--- src/rtl/compressed_packer_if.sv ---
// Segment-in / packet-out bus of compressed_packer.
// The slave modport is the packer's view; the master modport is the producer/consumer side.
interface compressed_packer_if #(
   parameter int WORD_WIDTH = 32,
   parameter int PACK_BYTES = 32
);
   localparam int MAX_SEGS = PACK_BYTES / 4;
   localparam int COUNT_W  = $clog2(MAX_SEGS + 1);
   localparam int FILL_W   = $clog2(PACK_BYTES + 1);

   logic                    seg_valid;
   logic                    seg_ready;
   logic [8*WORD_WIDTH-1:0] seg_data;
   logic [3:0]              seg_mode;
   logic                    seg_last;

   logic                    pack_valid;
   logic                    pack_ready;
   logic [8*PACK_BYTES-1:0] pack_data;
   logic [4*MAX_SEGS-1:0]   pack_mode;
   logic [COUNT_W-1:0]      pack_count;
   logic [FILL_W-1:0]       pack_fill;

   modport master (
      output seg_valid, seg_data, seg_mode, seg_last, pack_ready,
      input  seg_ready, pack_valid, pack_data, pack_mode, pack_count, pack_fill
   );

   modport slave (
      input  seg_valid, seg_data, seg_mode, seg_last, pack_ready,
      output seg_ready, pack_valid, pack_data, pack_mode, pack_count, pack_fill
   );
endinterface

--- src/rtl/compressed_packer.sv ---
// Packs variable-size compressed segments into a PACK_BYTES-wide packet window.
// Optional statistics counters are enabled by defining COMPRESSED_PACKER_STATS_EN.
module compressed_packer #(
   parameter int         WORD_WIDTH    = 32,
   parameter int         PACK_BYTES    = 32,
   parameter logic [3:0] RPV4_CODE     = 4'b0000,
   parameter logic [3:0] RPV8_CODE     = 4'b0001,
   parameter logic [3:0] B8D1_CODE     = 4'b0010,
   parameter logic [3:0] B4D1_CODE     = 4'b0011,
   parameter logic [3:0] B8D4_CODE     = 4'b0100,
   parameter logic [3:0] B8D2_CODE     = 4'b0101,
   parameter logic [3:0] B4D2_CODE     = 4'b0110,
   parameter logic [3:0] B2D1_CODE     = 4'b0111,
   parameter logic [3:0] NO_COMPR_CODE = 4'b1111
) (
   input  logic        clk,
   input  logic        rst,
`ifdef COMPRESSED_PACKER_STATS_EN
   output logic [31:0] stat_segs,
   output logic [31:0] stat_packs,
   output logic [31:0] stat_bytes_saved,
`endif
   compressed_packer_if.slave bus
);
   localparam int MAX_SEGS   = PACK_BYTES / 4;
   localparam int SEG_BYTES  = WORD_WIDTH;
   localparam int SEG_W      = 8 * WORD_WIDTH;
   localparam int PACK_W     = 8 * PACK_BYTES;
   localparam int MODE_W     = 4 * MAX_SEGS;
   localparam int COUNT_W    = $clog2(MAX_SEGS + 1);
   localparam int FILL_W     = $clog2(PACK_BYTES + 1);
   localparam int COPY_BYTES = (SEG_BYTES < 32) ? SEG_BYTES : 32;

   typedef enum logic {FILL, EMIT} state_t;

   function automatic logic [5:0] size_of(input logic [3:0] mode);
      case (mode)
         RPV4_CODE:            size_of = 6'd4;
         RPV8_CODE:            size_of = 6'd8;
         B8D1_CODE, B4D1_CODE: size_of = 6'd12;
         B8D2_CODE:            size_of = 6'd16;
         B2D1_CODE:            size_of = 6'd18;
         B4D2_CODE:            size_of = 6'd20;
         B8D4_CODE:            size_of = 6'd24;
         NO_COMPR_CODE:        size_of = 6'd32;
         default:              size_of = 6'd32;
      endcase
   endfunction

   // Keeps only the low `size` bytes so unused window bytes stay zero.
   function automatic logic [PACK_W-1:0] trim(input logic [SEG_W-1:0] data, input logic [5:0] size);
      trim = '0;
      for (int b = 0; b < COPY_BYTES; b++)
         if (b < int'(size)) trim[8*b +: 8] = data[8*b +: 8];
   endfunction

   function automatic logic [MODE_W-1:0] slot(input logic [COUNT_W-1:0] idx, input logic [3:0] mode);
      slot = '0;
      for (int s = 0; s < MAX_SEGS; s++)
         if (idx == COUNT_W'(s)) slot[4*s +: 4] = mode;
   endfunction

   state_t             state, state_nxt;
   logic [PACK_W-1:0]  buf_data, buf_data_nxt;
   logic [MODE_W-1:0]  buf_mode, buf_mode_nxt;
   logic [FILL_W-1:0]  fill, fill_nxt;
   logic [COUNT_W-1:0] count, count_nxt;
   logic               pend_valid, pend_valid_nxt;
   logic [SEG_W-1:0]   pend_data, pend_data_nxt;
   logic [3:0]         pend_mode, pend_mode_nxt;
   logic               pend_last, pend_last_nxt;

   logic [5:0]         seg_size, pend_size;
   logic [FILL_W:0]    fill_sum;
   logic               accept, emit_hs, fits;
   logic [PACK_W-1:0]  seg_placed;

   assign seg_size   = size_of(bus.seg_mode);
   assign pend_size  = size_of(pend_mode);
   assign accept     = bus.seg_valid && (state == FILL);
   assign emit_hs    = bus.pack_ready && (state == EMIT);
   assign fill_sum   = {1'b0, fill} + (FILL_W+1)'(seg_size);
   assign fits       = fill_sum <= (FILL_W+1)'(PACK_BYTES);
   assign seg_placed = trim(bus.seg_data, seg_size) << {fill, 3'b000};

   // NOTE: every next-state variable gets its hold value first, so no path can infer a latch.
   always_comb begin
      state_nxt      = state;
      buf_data_nxt   = buf_data;
      buf_mode_nxt   = buf_mode;
      fill_nxt       = fill;
      count_nxt      = count;
      pend_valid_nxt = pend_valid;
      pend_data_nxt  = pend_data;
      pend_mode_nxt  = pend_mode;
      pend_last_nxt  = pend_last;
      case (state)
         FILL: begin
            if (accept && fits) begin
               buf_data_nxt = buf_data | seg_placed;
               buf_mode_nxt = buf_mode | slot(count, bus.seg_mode);
               fill_nxt     = fill + FILL_W'(seg_size);
               count_nxt    = count + COUNT_W'(1);
               if (bus.seg_last) state_nxt = EMIT;
            end else if (accept) begin
               pend_valid_nxt = 1'b1;
               pend_data_nxt  = bus.seg_data;
               pend_mode_nxt  = bus.seg_mode;
               pend_last_nxt  = bus.seg_last;
               state_nxt      = EMIT;
            end
         end
         EMIT: begin
            if (emit_hs && pend_valid) begin
               // The held-back segment always fits an empty window.
               buf_data_nxt   = trim(pend_data, pend_size);
               buf_mode_nxt   = {{(MODE_W-4){1'b0}}, pend_mode};
               fill_nxt       = FILL_W'(pend_size);
               count_nxt      = COUNT_W'(1);
               pend_valid_nxt = 1'b0;
               state_nxt      = pend_last ? EMIT : FILL;
            end else if (emit_hs) begin
               buf_data_nxt = '0;
               buf_mode_nxt = '0;
               fill_nxt     = '0;
               count_nxt    = '0;
               state_nxt    = FILL;
            end
         end
         default: state_nxt = FILL;
      endcase
   end

   always_ff @(posedge clk) begin
      if (rst) begin
         state      <= FILL;
         buf_data   <= '0;
         buf_mode   <= '0;
         fill       <= '0;
         count      <= '0;
         pend_valid <= 1'b0;
         pend_mode  <= '0;
         pend_last  <= 1'b0;
      end else begin
         state      <= state_nxt;
         buf_data   <= buf_data_nxt;
         buf_mode   <= buf_mode_nxt;
         fill       <= fill_nxt;
         count      <= count_nxt;
         pend_valid <= pend_valid_nxt;
         pend_mode  <= pend_mode_nxt;
         pend_last  <= pend_last_nxt;
      end
   end

   // NOTE: the wide pending payload is not reset; pend_valid alone qualifies it.
   always_ff @(posedge clk) pend_data <= pend_data_nxt;

`ifdef COMPRESSED_PACKER_STATS_EN
   always_ff @(posedge clk) begin
      if (rst) begin
         stat_segs        <= '0;
         stat_packs       <= '0;
         stat_bytes_saved <= '0;
      end else begin
         if (accept) begin
            stat_segs        <= stat_segs + 32'd1;
            stat_bytes_saved <= stat_bytes_saved + 32'(6'd32 - seg_size);
         end
         if (emit_hs) stat_packs <= stat_packs + 32'd1;
      end
   end
`endif

   assign bus.seg_ready  = (state == FILL);
   assign bus.pack_valid = (state == EMIT);
   assign bus.pack_data  = buf_data;
   assign bus.pack_mode  = buf_mode;
   assign bus.pack_count = count;
   assign bus.pack_fill  = fill;
endmodule

--- src/flat_wrapper.sv ---
// flat-port wrapper written by rule: the top's interface ports become plain ports
module compressed_packer_flat 
#(
   parameter int         WORD_WIDTH    = 32,
   parameter int         PACK_BYTES    = 32,
   parameter logic [3:0] RPV4_CODE     = 4'b0000,
   parameter logic [3:0] RPV8_CODE     = 4'b0001,
   parameter logic [3:0] B8D1_CODE     = 4'b0010,
   parameter logic [3:0] B4D1_CODE     = 4'b0011,
   parameter logic [3:0] B8D4_CODE     = 4'b0100,
   parameter logic [3:0] B8D2_CODE     = 4'b0101,
   parameter logic [3:0] B4D2_CODE     = 4'b0110,
   parameter logic [3:0] B2D1_CODE     = 4'b0111,
   parameter logic [3:0] NO_COMPR_CODE = 4'b1111
)
  (clk, rst, bus_seg_valid, bus_seg_data, bus_seg_mode, bus_seg_last, bus_pack_ready, bus_seg_ready, bus_pack_valid, bus_pack_data, bus_pack_mode, bus_pack_count, bus_pack_fill);
  compressed_packer_if #(.WORD_WIDTH(WORD_WIDTH), .PACK_BYTES(PACK_BYTES)) bus_i ();
  input  logic clk;
  input  logic rst;
  input wire logic [$bits(bus_i.seg_valid)-1:0] bus_seg_valid;
  input wire logic [$bits(bus_i.seg_data)-1:0] bus_seg_data;
  input wire logic [$bits(bus_i.seg_mode)-1:0] bus_seg_mode;
  input wire logic [$bits(bus_i.seg_last)-1:0] bus_seg_last;
  input wire logic [$bits(bus_i.pack_ready)-1:0] bus_pack_ready;
  output wire logic [$bits(bus_i.seg_ready)-1:0] bus_seg_ready;
  output wire logic [$bits(bus_i.pack_valid)-1:0] bus_pack_valid;
  output wire logic [$bits(bus_i.pack_data)-1:0] bus_pack_data;
  output wire logic [$bits(bus_i.pack_mode)-1:0] bus_pack_mode;
  output wire logic [$bits(bus_i.pack_count)-1:0] bus_pack_count;
  output wire logic [$bits(bus_i.pack_fill)-1:0] bus_pack_fill;
  assign bus_i.seg_valid = bus_seg_valid;
  assign bus_i.seg_data = bus_seg_data;
  assign bus_i.seg_mode = bus_seg_mode;
  assign bus_i.seg_last = bus_seg_last;
  assign bus_i.pack_ready = bus_pack_ready;
  assign bus_seg_ready = bus_i.seg_ready;
  assign bus_pack_valid = bus_i.pack_valid;
  assign bus_pack_data = bus_i.pack_data;
  assign bus_pack_mode = bus_i.pack_mode;
  assign bus_pack_count = bus_i.pack_count;
  assign bus_pack_fill = bus_i.pack_fill;
  compressed_packer #(.WORD_WIDTH(WORD_WIDTH), .PACK_BYTES(PACK_BYTES), .RPV4_CODE(RPV4_CODE), .RPV8_CODE(RPV8_CODE), .B8D1_CODE(B8D1_CODE), .B4D1_CODE(B4D1_CODE), .B8D4_CODE(B8D4_CODE), .B8D2_CODE(B8D2_CODE), .B4D2_CODE(B4D2_CODE), .B2D1_CODE(B2D1_CODE), .NO_COMPR_CODE(NO_COMPR_CODE)) u_core (.clk(clk), .rst(rst), .bus(bus_i));
endmodule
--- config.mk ---
export PLATFORM = sky130hd
export DESIGN_NAME = compressed_packer_flat
export DESIGN_NICKNAME = d
export VERILOG_FILES = /design/src/rtl/compressed_packer_if.sv /design/src/rtl/compressed_packer.sv /design/src/flat_wrapper.sv
export SDC_FILE = /design/constraint.sdc
export NUM_CORES = 2
export LEC_CHECK = 0
export CAP_MARGIN = 5
export CORE_ASPECT_RATIO = 0.8
export CORE_MARGIN = 2
export CORE_UTILIZATION = 40
export CTS_BUF_LIST = sky130_fd_sc_hd__clkbuf_8
export DETAILED_ROUTE_END_ITERATION = 12
export PLACE_DENSITY = 0.74
export SLEW_MARGIN = 20
export SYNTH_ARGS = -nofsm -noshare
export SYNTH_HDL_FRONTEND = slang
export SYNTH_SLANG_ARGS = --single-unit
export TNS_END_PERCENT = 20
--- constraint.sdc ---
create_clock -name clk -period 20.8 [get_ports clk]
set_input_delay 2.08 -clock clk [delete_from_list [all_inputs] [get_ports clk]]
set_output_delay 2.08 -clock clk [all_outputs]
set_load 0.01 [all_outputs]
## Word-level counts from Yosys, hierarchy flattened

Memories as Yosys holds them, arrays and structs flattened. A register that Yosys moved wholly into a read port is not among the register bits.
Cells that the tools add are included.

| operators by class | value |
|---|---|
| add/subtract/negate cells | 3 |
| $lt $le $gt $ge | 65 |
| equality and inequality tests | 12 |
| shift-type cells | 1 |
| mux-type cells | 117 |
| bitwise logic cells | 4 |
| reduce and logical (&&, ||, !) cells | 8 |

Operators by type and width:

| cell | number |
|---|---|
| $mux W256 | 3 |
| $mux W8 | 64 |
| $pmux W256 S2 | 1 |
| $or A256 B256 Y256 | 1 |
| $shl A256 B9 Y256 | 1 |
| $lt A5 B6 Y1 const A | 32 |
| $mux W4 | 29 |
| $lt A4 B6 Y1 const A | 16 |
| $mux W32 | 3 |
| $pmux W32 S2 | 1 |
| $lt A3 B6 Y1 const A | 8 |
| $or A32 B32 Y32 | 1 |
| $lt A1 B6 Y1 const A | 4 |
| $lt A2 B6 Y1 const A | 4 |
| $mux W6 | 3 |
| $eq A4 B3 Y1 const B | 4 |
| $pmux W6 S2 | 1 |
| $mux W1 | 9 |
| $eq A4 B2 Y1 const B | 2 |
| $pmux W4 S2 | 1 |
| $add A6 B6 Y7 | 1 |
| $le A7 B6 Y1 const B | 1 |
| $add A6 B6 Y6 | 1 |
| $reduce_and A3 Y1 | 2 |
| 10 further kinds | 17 |

| word-level totals | value |
|---|---|
| bits in registers | 561 |
| bits in read-only memories | 160 |
| input bits | 265 |
| output and inout bits | 300 |
| logic and storage cells | 221 |
| memories | 2 |

Memories:

| name | depth | width | rd ports | clocked after memory_dff | write ports | RTL line | RTL |
|---|---|---|---|---|---|---|---|
| (name not given) | 16 | 5 | 1 | 1 | 0 | compressed_packer.sv:37 | `case (mode)` |
| (name not given) | 16 | 5 | 1 | 0 | 0 | compressed_packer.sv:37 |  |

## Longest topological paths before layout

An unclocked memory read counts as a cell.

| depth | value |
|---|---|
| depth after elaboration | 9 |
| gate-level depth with buffers | 18 |
| gate-level depth less buffers | 11 |

## Least setup slack after synthesis

OpenSTA, ideal clock, no wires.

| path | value |
|---|---|
| kind | input-to-reg |
| start point | input bus_seg_mode[3] |
| end point | register u_core.pend_data[0] (enable) |
| setup time | 607 ps |
| arrival time | 9709 ps |
| data required time | 20193 ps |
| slack | 10485 ps |
| cell stages on the path | 14 |
| buffers on the path | 5 |
| path through | buf_2 buf_2 buf_2 buf_2 nor2b_1 and3_1 ha_1 fa_1 a211oi_1 nor3_1 o31ai_1 o21ai_0 buf_2 inv_1 |

| between the ends | value |
|---|---|
| longest elaborated chain between the ends | 6 |

RTL lines:

| element | RTL line | RTL |
|---|---|---|
| start, declared | flat_wrapper.sv:22 | `input wire logic [$bits(bus_i.seg_mode)-1:0] bus_seg_mode;` |
| $mem_v2 Z16 W5 | n/a |  |
| $add A6 B6 Y7 | compressed_packer.sv:82 | `assign fill_sum = {1'b0, fill} + (FILL_W+1)'(seg_size);` |
| $le A7 B6 Y1 | compressed_packer.sv:83 | `assign fits = fill_sum <= (FILL_W+1)'(PACK_BYTES);` |
| $logic_and A1 B1 Y1 | compressed_packer.sv:99 | `if (accept && fits) begin` |
| $not A1 Y1 (no source line) | n/a |  |
| $reduce_and A3 Y1 (no source line) | n/a |  |
| end signal, assigned | compressed_packer.sv:157 | `always_ff @(posedge clk) pend_data <= pend_data_nxt;` |
| end, declared | compressed_packer.sv:69 | `logic [SEG_W-1:0] pend_data, pend_data_nxt;` |

No other way between the ends.
A chain may end at the register's enable or synchronous reset.

## Worst setup path in the final report

| path | value |
|---|---|
| start point | input bus_seg_mode[2] |
| end point | register u_core.pend_data[192] (enable) |

Same word-level chain as after synthesis.

==> flow_metrics.tcl <==
set metrics [dict create \
    status "finished clean" \
    final_cell_mix "561 x clkdlybuf4s50_1, 397 x nand2_1, 304 x dfxtp_1" \
    cts_max_path_buffers 3 \
    fp-row-count 92 \
    numCtsBuffers 93 \
    p_seq_frac 0.275 \
    grt_pass1_vias 31810 \
    synth_edf_count 256 \
    yosysSeqAreaShare 0.440 \
    syn_area_sq_um 31500 \
    maxCapViolations 0 \
    leakagePower_nw 13.6 \
    syn_nets 3715 \
    portBuffers 563 \
    postCtsHoldBufs 0 \
    die_w_um 318 \
    reg2reg_from "u_core.bus.pack_fill[2]" \
    fin_skew_ns 0.0485 \
    seqCellArea_sq_um 13900 \
    pre_cts_slack_ns 13.08 \
    grt_setup_unrepaired "false" \
    synthArstFlopShare 0 \
    syn_inst 3440 \
    power.internal_w 0.00317 \
    grtUsageTotal 0.426 \
    peakVddDrop_v 0.0000892 \
    yosys_warnings 0 \
    avgSynthCellArea_sq_um 9.17 \
    place_hpwl_um 132000 \
    clk_pin_slew_worst_paths_ns 0.06 \
    fill_cells 7286 \
    synth.distinct_cells 94 \
    wire_per_inst_um 36.2 \
    critical_path_arrival_ns 7.50 \
    setup_ws_ns 13.67 \
    hp-class "reg2reg" \
    synthTopCellsByArea "edfxtp_1 24%, dfxtp_1 20%, nand2_1 4.7%" \
    synthFlopType "dfxtp_1" \
    placed_cells 4796 \
    cts_tree "built" \
    synth_seq_cells 565 \
    nNetsFinal 4132 \
    synth_area_leader_cell "edfxtp_1" \
    mostFrequentLayoutCell "clkdlybuf4s50_1" \
    timing.final.crit_share 0.343 \
    dieArea_sq_um 81100 \
    path_class "in2reg" \
    viasPerCell 6.96 \
    ioPinCount 565 \
    wl_um 181000 \
    die_y_um 255 \
    pwr-share-comb 0.553 \
    gp_congestion 1.01 \
    antenna_found_initial 40 \
    max_slew_margin 0.140 \
    tightest_slew_ns 1.29 \
    fp.coreArea_sq_um 78400 \
    grt-ovfl-total 0 \
    timing.rr.end "u_core.bus.pack_data[242]" \
    clkLatencyLatePin_ns 0.78 \
    htree_levels 3 \
    worst_setup_path_end_kind "register" \
    p_switching_w 0.00309 \
    final.setup.tns_ns 0 \
    sw_frac_of_total 0.494 \
    fmax_ghz 0.140 \
    route.detailed.drc 0 \
    reg2regPathDepth 7 \
    crit_end "u_core.pend_data[192]" \
    cp-startpoint "bus_seg_mode[2]" \
    grt_max_degree 199 \
    r2r_slack_ns 15.67 \
    ant_nets 0 \
    power_density_nw_per_um2 157 \
    setup_violations 0 \
    syn2layout_area_growth_pct 26.3 \
    num_vias 34728 \
    numClockSinks 565 \
    drtPass1Iterations 8 \
    post_cts_resized 0 \
    cts_setup_buffers 0 \
    initial_core_util 0.402 \
    layout_min_cycle_time_ns 7.13 \
    hold_viol 0 \
    initialDrtViolationCount 5974 \
    finish.cell_count_without_fillers 4989 \
    holdWs_ns 0.447 \
    grt_pass1_wl_um 245000 \
    synth_top_area_share 0.244 \
    p_clk_frac 0.172 \
    root_buffer "clkbuf_8" \
    slew_viol_final 0 \
    crit_fanout 121 \
    drive_gt1_frac 0.100 \
    start_kind "input port" \
    cp.required_ns 21.17 \
    finish.utilization 0.508 \
    multi_input_area_sq_um 16200 \
]
## worst max-delay path, stage by stage
cell	delay, ns
clkdlybuf4s50_1	1.16
or3b_1	0.60
a21oi_1	0.27
ha_1	0.34
nor2_1	0.30
or4_1	0.16
and4_1	0.41
o21ai_1	0.13
buf_4	0.22
inv_8	0.66
buf_4	0.91
## worst min-delay path by stage
stage | startpoint | end | slack (ns) | depth (start not counted)
detailed placement | u_core.pend_data[131] | u_core.bus.pack_data[131] | 0.43 | 2
CTS | u_core.pend_data[131] | u_core.bus.pack_data[131] | 0.45 | 2
floorplan | u_core.pend_data[131] | u_core.bus.pack_data[131] | 0.42 | 2
global route | u_core.bus.pack_data[96] | u_core.bus.pack_data[96] | 0.47 | 2
finish | u_core.pend_data[131] | u_core.bus.pack_data[131] | 0.45 | 2
global placement | u_core.pend_data[131] | u_core.bus.pack_data[131] | 0.43 | 2
## cells in the mapped netlist, types with 68 or more instances
| cell type | number |
|---|---|
| a211oi_1 | 73 |
| a21oi_1 | 268 |
| a221oi_1 | 114 |
| a22oi_1 | 161 |
| buf_2 | 109 |
| clkbuf_1 | 170 |
| dfxtp_1 | 309 |
| edfxtp_1 | 256 |
| mux2_2 | 76 |
| mux2i_1 | 145 |
| nand2_1 | 398 |
| nand3_1 | 68 |
| nor2_1 | 231 |
| nor3_1 | 71 |
| o21ai_0 | 267 |
## kinds of logic (layout without fill, tap and decap cells)
kind of cell / after synthesis / after routing / share of synthesized area
mux: 221 / 221 / 0.0731
xor+xnor: 5 / 5 / 0.00139
buf+inv: 349 / 847 / 0.0497
flops: 565 / 565 / 0.440
simple gates: 924 / 924 / 0.130
compound gates: 1364 / 1364 / 0.301
other cells: 1 / 18 / 0.000119
fa+ha+maj: 11 / 11 / 0.00452
## flip-flops by register name (all words and copies together), names as in the netlist
register,count
u_core.bus.pack_data,256
u_core.pend_data,256
u_core.bus.pack_mode,32
u_core.bus.pack_fill,5
u_core.pend_size,5
u_core.bus.pack_count,4
u_core.pend_mode,4
u_core.bus.pack_valid,1
u_core.pend_last,1
u_core.pend_valid,1
## routing by layer
metal | GRT usage | wire length, um
met1 | 0.533 | 66500
met3 | 0.168 | 26900
met2 | 0.611 | 73400
met5 | 0 | 177
met4 | 0.276 | 13700
## cell type report
| type | count | area share |
|---|---|---|
| timing repair buffer | 644 | 0.157 |
| antenna | 17 | 0.00107 |
| sequential | 565 | 0.349 |
| clock inverter | 61 | 0.0108 |
| inverter | 27 | 0.00276 |
| clock buffer | 115 | 0.0397 |
| multi-input combinational | 2526 | 0.408 |
| tap | 1034 | 0.0325 |
## power by group through the flow
| stage | clock network [W] | registers, W | logic [W] |
|---|---|---|---|
| finish | 0.00108 | 0.00173 | 0.00347 |
| global route | 0.00112 | 0.00174 | 0.00351 |
| CTS | 0.00107 | 0.00171 | 0.00325 |
| detailed placement | 0 | 0.00173 | 0.00324 |
| global placement | 0 | 0.00173 | 0.00323 |
| floorplan | 0 | 0.00173 | 0.00175 |
## metrics by stage
stage,instance area [sq um],power (W)
finish,39800,0.00627
global route,39800,0.00637
CTS,39800,0.00604
detailed placement,37800,0.00498
global placement,37800,0.00496
floorplan,31500,0.00349
No activity file was read; power rests on OpenSTA's default activity.
